==> src/rtl/vga_pkg.sv <==
// vga_pkg: shared character alphabet, default 640x480@60 timing and the 4:4:4 colour type
package vga_pkg;
  typedef logic [11:0] rgb_t;
  localparam int H_VIS_DEF = 640;
  localparam int H_FP_DEF = 16;
  localparam int H_SYNC_DEF = 96;
  localparam int H_BP_DEF = 48;
  localparam int V_VIS_DEF = 480;
  localparam int V_FP_DEF = 10;
  localparam int V_SYNC_DEF = 2;
  localparam int V_BP_DEF = 33;
  localparam int GLYPHS = 37;
  localparam logic [7:0] ZERO = 8'h00, UNO = 8'h01, DOS = 8'h02, TRES = 8'h03, CUATRO = 8'h04;
  localparam logic [7:0] CINCO = 8'h05, SEIS = 8'h06, SIETE = 8'h07, OCHO = 8'h08, NUEVE = 8'h09;
  localparam logic [7:0] A = 8'h0A, B = 8'h0B, C = 8'h0C, D = 8'h0D, E = 8'h0E, F = 8'h0F;
  localparam logic [7:0] G = 8'h10, H = 8'h11, I = 8'h12, J = 8'h13, K = 8'h14, L = 8'h15;
  localparam logic [7:0] M = 8'h16, N = 8'h17, O = 8'h18, P = 8'h19, Q = 8'h1A, R = 8'h1B;
  localparam logic [7:0] S = 8'h1C, T = 8'h1D, U = 8'h1E, V = 8'h1F, W = 8'h20, X = 8'h21;
  localparam logic [7:0] Y = 8'h22, Z = 8'h23, ESPACIO = 8'h24;
endpackage

==> src/rtl/vga_font_rom.sv <==
// vga_font_rom: 37x16x8 glyph ROM (8x8 art with every row doubled, bit 7 leftmost), registered on ce_i; code_i/line_i in, bits_o out, codes >36 give zero rows
module vga_font_rom
  import vga_pkg::*;
(
  input  logic       clk,
  input  logic       rst_n,
  input  logic       ce_i,
  input  logic [5:0] code_i,
  input  logic [3:0] line_i,
  output logic [7:0] bits_o
);
  localparam logic [0:GLYPHS-1][63:0] FONT = {
    64'h3C666E7666663C00, 64'h1838181818187E00, 64'h3C66060C30607E00, 64'h3C66061C06663C00,
    64'h0C1C3C6C7E0C0C00, 64'h7E607C0606663C00, 64'h3C607C6666663C00, 64'h7E060C1830303000,
    64'h3C66663C66663C00, 64'h3C66663E060C3800, 64'h183C66667E666600, 64'h7C66667C66667C00,
    64'h3C66606060663C00, 64'h786C6666666C7800, 64'h7E60607C60607E00, 64'h7E60607C60606000,
    64'h3C66606E66663C00, 64'h6666667E66666600, 64'h3C18181818183C00, 64'h1E0C0C0C0C6C3800,
    64'h666C7870786C6600, 64'h6060606060607E00, 64'h63777F6B63636300, 64'h66767E7E6E666600,
    64'h3C66666666663C00, 64'h7C66667C60606000, 64'h3C666666663C0E00, 64'h7C66667C786C6600,
    64'h3C66603C06663C00, 64'h7E18181818181800, 64'h6666666666663C00, 64'h66666666663C1800,
    64'h6363636B7F776300, 64'h66663C183C666600, 64'h6666663C18181800, 64'h7E060C1830607E00,
    64'h0000000000000000
  };
  logic [63:0] glyph;
  logic [7:0] bits_d, bits_q;
  always_comb begin
    glyph = code_i > 6'(GLYPHS - 1) ? '0 : FONT[code_i];
    bits_d = glyph[{~line_i[3:1], 3'b000} +: 8];
  end
  always_ff @(posedge clk or negedge rst_n)
    if (!rst_n) bits_q <= '0;
    else if (ce_i) bits_q <= bits_d;
  assign bits_o = bits_q;
endmodule

==> src/rtl/vga_text_render.sv <==
// vga_text_render: 640x480 character-cell renderer; presents col_o/row_o, takes char_i back, drives rgb_o/hsync_o/vsync_o three pix_ce_i ticks later plus a frame_start_o pulse
module vga_text_render
  import vga_pkg::*;
#(
  parameter rgb_t FG_RGB = 12'hFFF,
  parameter rgb_t BG_RGB = 12'h000,
  parameter int H_VIS = H_VIS_DEF,
  parameter int H_FP = H_FP_DEF,
  parameter int H_SYNC = H_SYNC_DEF,
  parameter int H_BP = H_BP_DEF,
  parameter int V_VIS = V_VIS_DEF,
  parameter int V_FP = V_FP_DEF,
  parameter int V_SYNC = V_SYNC_DEF,
  parameter int V_BP = V_BP_DEF
) (
  input  logic        clk,
  input  logic        rst_n,
  input  logic        pix_ce_i,
  output logic [6:0]  col_o,
  output logic [4:0]  row_o,
  input  logic [7:0]  char_i,
  output logic        hsync_o,
  output logic        vsync_o,
  output logic [11:0] rgb_o,
  output logic        frame_start_o
);
  localparam int H_TOTAL = H_VIS + H_FP + H_SYNC + H_BP;
  localparam int V_TOTAL = V_VIS + V_FP + V_SYNC + V_BP;
  logic [9:0] hcnt_q, hcnt_d, vcnt_q, vcnt_d;
  logic h_end, v_end, active, hs_raw, vs_raw;
  logic [7:0] char_q, glyph_bits;
  logic [5:0] rom_code;
  logic [3:0] line_q;
  logic [2:0] bit1_q, bit2_q;
  logic act1_q, act2_q, hs1_q, hs2_q, vs1_q, vs2_q;
  logic hsync_q, vsync_q, frame_start_q;
  rgb_t rgb_q, rgb_d;
  always_comb begin
    h_end = hcnt_q == 10'(H_TOTAL - 1);
    v_end = vcnt_q == 10'(V_TOTAL - 1);
    hcnt_d = h_end ? '0 : hcnt_q + 10'd1;
    vcnt_d = h_end ? (v_end ? '0 : vcnt_q + 10'd1) : vcnt_q;
    active = hcnt_q < 10'(H_VIS) && vcnt_q < 10'(V_VIS);
    hs_raw = !(hcnt_q >= 10'(H_VIS + H_FP) && hcnt_q < 10'(H_VIS + H_FP + H_SYNC));
    vs_raw = !(vcnt_q >= 10'(V_VIS + V_FP) && vcnt_q < 10'(V_VIS + V_FP + V_SYNC));
    rom_code = char_q > ESPACIO ? 6'h3F : char_q[5:0];
    rgb_d = act2_q ? (glyph_bits[~bit2_q] ? FG_RGB : BG_RGB) : '0;
  end
  vga_font_rom u_rom (
    .clk    (clk),
    .rst_n  (rst_n),
    .ce_i   (pix_ce_i),
    .code_i (rom_code),
    .line_i (line_q),
    .bits_o (glyph_bits)
  );
  always_ff @(posedge clk or negedge rst_n)
    if (!rst_n) begin
      hcnt_q <= '0;
      vcnt_q <= '0;
      frame_start_q <= 1'b0;
      char_q <= '0;
      line_q <= '0;
      bit1_q <= '0;
      bit2_q <= '0;
      act1_q <= 1'b0;
      act2_q <= 1'b0;
      hs1_q <= 1'b1;
      hs2_q <= 1'b1;
      vs1_q <= 1'b1;
      vs2_q <= 1'b1;
      hsync_q <= 1'b1;
      vsync_q <= 1'b1;
      rgb_q <= '0;
    end else begin
      frame_start_q <= pix_ce_i && h_end && v_end;
      if (pix_ce_i) begin
        hcnt_q <= hcnt_d;
        vcnt_q <= vcnt_d;
        char_q <= char_i;
        line_q <= vcnt_q[3:0];
        bit1_q <= hcnt_q[2:0];
        act1_q <= active;
        hs1_q <= hs_raw;
        vs1_q <= vs_raw;
        bit2_q <= bit1_q;
        act2_q <= act1_q;
        hs2_q <= hs1_q;
        vs2_q <= vs1_q;
        rgb_q <= rgb_d;
        hsync_q <= hs2_q;
        vsync_q <= vs2_q;
      end
    end
  assign col_o = hcnt_q[9:3];
  assign row_o = vcnt_q[8:4];
  assign hsync_o = hsync_q;
  assign vsync_o = vsync_q;
  assign rgb_o = rgb_q;
  assign frame_start_o = frame_start_q;
endmodule

==> config.mk <==
export PLATFORM = sky130hd
export DESIGN_NAME = vga_text_render
export DESIGN_NICKNAME = d
export VERILOG_FILES = /design/src/rtl/vga_pkg.sv /design/src/rtl/vga_font_rom.sv /design/src/rtl/vga_text_render.sv
export SDC_FILE = /design/constraint.sdc
export NUM_CORES = 1
export LEC_CHECK = 0
export ABC_CLOCK_PERIOD_IN_PS = 4100
export CORE_UTILIZATION = 45
export CTS_CLUSTER_DIAMETER = 200
export DETAILED_ROUTE_END_ITERATION = 12
export PLACE_DENSITY = 0.65
export SYNTH_ARGS = -nofsm -noshare
export SYNTH_HDL_FRONTEND = slang
export SYNTH_SLANG_ARGS = --single-unit
==> constraint.sdc <==
create_clock -name clk -period 4.1 [get_ports clk]
set_input_delay 0.82 -clock clk [delete_from_list [all_inputs] [get_ports clk]]
set_output_delay 0.82 -clock clk [all_outputs]
set_load 0.01 [all_outputs]
==> impl_metrics.ini <==
[cts]
path_clk_slew_ns = 0.07
insertion_delay_ns = 0.30
post_cts_resized = 0
ctsHoldBuffers = 0
post-cts-setup-buffers = 0
cts_buffer_depth = 2
root_buffer = clkbuf_16
cts_buffers = 5
cts_tree = yes
cts_max_level = 2
cts.sinks = 54

[routing]
drt_iter0_drc = 564
via_count = 5208
drcViolationCount = 0
firstDrtPassIters = 5
wire_per_inst_um = 24.3
wirelength_mm = 18.6
ant_nets = 0
viasPerCell = 6.81

[sta]
timing.final.crit_share = 0.922
hold_violations = 0
slew_headroom = 0.278
skew_ns = 0.00885
drv_slew = 0
rsz0062_at_grt = false
tightest_slew_ns = 1.07
min_period_ns = 3.78
tns_ns = 0
fmax_mhz = 265
setup_viol = 0

[layout]
areaGrowthSynthToFinish_pct = 9.81
nets = 654
layout-drive-gt1-share = 0.149
antenna_cells = 0
final_cell_count_no_fill = 765
fillerInstances = 1067

[worst_setup_path]
r2r-start = char_q[7]
crit_path_end_kind = flip-flop
cp_cell_sequence = nor4_4 > a21oi_1 > or2_2 > inv_1 > ha_1 > inv_1 > o21ai_0 > o21ai_0 > a2111oi_0 > a32oi_1 > o221ai_1 > o22a_1
startpoint_type = flip-flop
cp.arrival_ns = 4.02
r2r_setup_slack_ns = 0.32
worstPathMaxFanout = 11
criticalPathCategory = flip-flop to flip-flop
cp_slowest_cell = dfrtp_1
crit_path_max_incr_delay_ns = 0.54
critPathRequiredTime_ns = 4.34
r2r_cells = 12
r2r_end = u_rom.bits_o[1]

[synth]
synth_area_mm2 = 0.00511
synth_compound_area_frac = 0.269
ys_seq_elements = 54
yosysWarnings = 0
synth_top_area_cell = dfrtp_1
yosysSeqAreaShare = 0.266
synth_nets = 651
ys.flop_type = dfrtp_1
synth_edf_count = 0
yosys.area_share.adder = 0.0465
syn_avg_cell_area_um2 = 8.23
synth.mux.area_fraction = 0.0666
synth_top_family_by_area = compound AO/OA/AOI/OAI gates
synthCells = 621
synth_xor_area_frac = 0.0206
synthArstFlopShare = 1.00
synth.distinct_cells = 79
netlist.area_leader.share = 0.235
synthTopCellsByArea = dfrtp_1 (23%), mux2_2 (4.8%), ha_1 (4.6%)
yosys.area_share.simple = 0.238

[global_routing]
grt_pass1_vias = 5065
grt_util_all_layers = 0.330
grt_pass1_wl_mm = 28.9
grt.overflow.total = 0
antenna_found_initial = 0
grt_max_degree = 49

[worst_hold_path]
hold_depth = 2
hold-path-endpoint = vs1_q
holdCritStartpoint = vs1_q
hold_path.class = flip-flop to flip-flop

[power]
powerDensity_mw_per_mm2 = 331
leakage_nw = 2.15
p_total_mw = 1.86
ir_drop_uv = 262

[place]
portBuffers = 37
hpwl_mm = 13.4
dp.cells = 757
place_congestion = 1.04

[floorplanning]
initial_core_util = 0.468
die_area_mm2 = 0.0118
core_mm2 = 0.0109
die_x_um = 109
ios = 38
die_h_um = 109
fp-row-count = 38

[job]
maxCapViolations = 0

[status]
outcome = finished clean
## how the worst max path moves through the flow
stage / to / cells past startpoint / start
2_1_floorplan: u_rom.bits_o[4] / 13 / char_q[6]
3_3_place_gp: u_rom.bits_o[4] / 11 / char_q[7]
3_5_place_dp: u_rom.bits_o[4] / 11 / char_q[7]
4_1_cts: u_rom.bits_o[4] / 11 / char_q[7]
5_1_grt: u_rom.bits_o[1] / 12 / char_q[7]
6_report: u_rom.bits_o[1] / 12 / char_q[7]
## synthesized netlist by cell type (18+ instances only)
master	instances
o21ai_0	47
nand2_1	57
clkbuf_1	19
inv_1	18
buf_4	26
dfrtp_1	48
nor2_1	39
mux2_2	22
nand3_1	21
a21oi_1	31
ha_1	19
o211ai_1	18
## layer usage
layer / global-route usage / up-vias / share of wire
li1: - / 2308 / -
met1: 0.426 / 2457 / 0.39
met2: 0.476 / 362 / 0.42
met3: 0.119 / 81 / 0.13
met4: 0.180 / 0 / 0.053
met5: 0 / - / 0
## kinds of logic after synthesis
| kind of cell | count (synthesis) |
|---|---|
| flip-flops | 54 |
| AND/OR/NAND/NOR | 223 |
| buffers and inverters | 90 |
| adder cells (fa/ha/maj) | 19 |
| multiplexers | 30 |
| AO/OA/AOI/OAI | 193 |
| XOR/XNOR | 12 |
## sequential cells by signal (all words and copies together) (netlist names)
| signal | count |
|---|---|
| hs2_q | 1 |
| hsync_o | 1 |
| act2_q | 1 |
| rgb_o | 1 |
| hs1_q | 1 |
| bit1_q | 3 |
| char_q | 8 |
| vs1_q | 1 |
| vs2_q | 1 |
| vcnt_q | 10 |
| vsync_o | 1 |
| act1_q | 1 |
| bit2_q | 3 |
| hcnt_q | 10 |
| frame_start_o | 1 |
| line_q | 3 |
| u_rom.bits_o | 7 |
## report_power, final
part	switching, mW	internal (mW)
Sequential	0.102	0.611
Combinational	0.424	0.304
Clock	0.194	0.227
Total	0.719	1.14
## layout make-up
| cell class | instances | area, µm² | area share |
|---|---|---|---|
| sequential | 54 | 1360 | 0.242 |
| clock buffer | 6 | 129 | 0.0230 |
| inverter | 19 | 71.3 | 0.0127 |
| tap | 140 | 175 | 0.0312 |
| timing repair buffer | 67 | 586 | 0.104 |
| multi-input combinational | 477 | 3280 | 0.584 |
| clock inverter | 2 | 13.8 | 0.00245 |
## stage by stage
stage	hold slack, ns	area, µm²	util	setup slack, ns
2_1_floorplan	0.461	5110	-	0.945
3_3_place_gp	0.482	5470	0.500	0.544
3_5_place_dp	0.492	5470	0.500	0.392
4_1_cts	0.503	5620	0.514	0.378
5_1_grt	0.527	5620	0.514	0.0504
6_report	0.498	5620	0.514	0.320
## cells in the final DEF, fill, tap and decap left out, types with 14 or more instances in the layout
cell type,count
nor2_1,39
dfrtp_1,48
inv_1,18
nand4_1,14
buf_4,30
ha_1,19
nand2_1,57
a21oi_1,31
mux2_2,22
o21ai_0,47
o211ai_1,18
clkdlybuf4s50_1,35
nor3_1,15
nand3_1,21
## critical path: cells and delay by family, from the launching register on
family                   cells  cell delay [ns]
flip-flops                   1             0.54
buffers and inverters        2             0.39
AO/OA/AOI/OAI                7             1.47
AND/OR/NAND/NOR              2             0.93
adder cells (fa/ha/maj)      1             0.39
No activity file was read; power rests on OpenSTA's default activity.
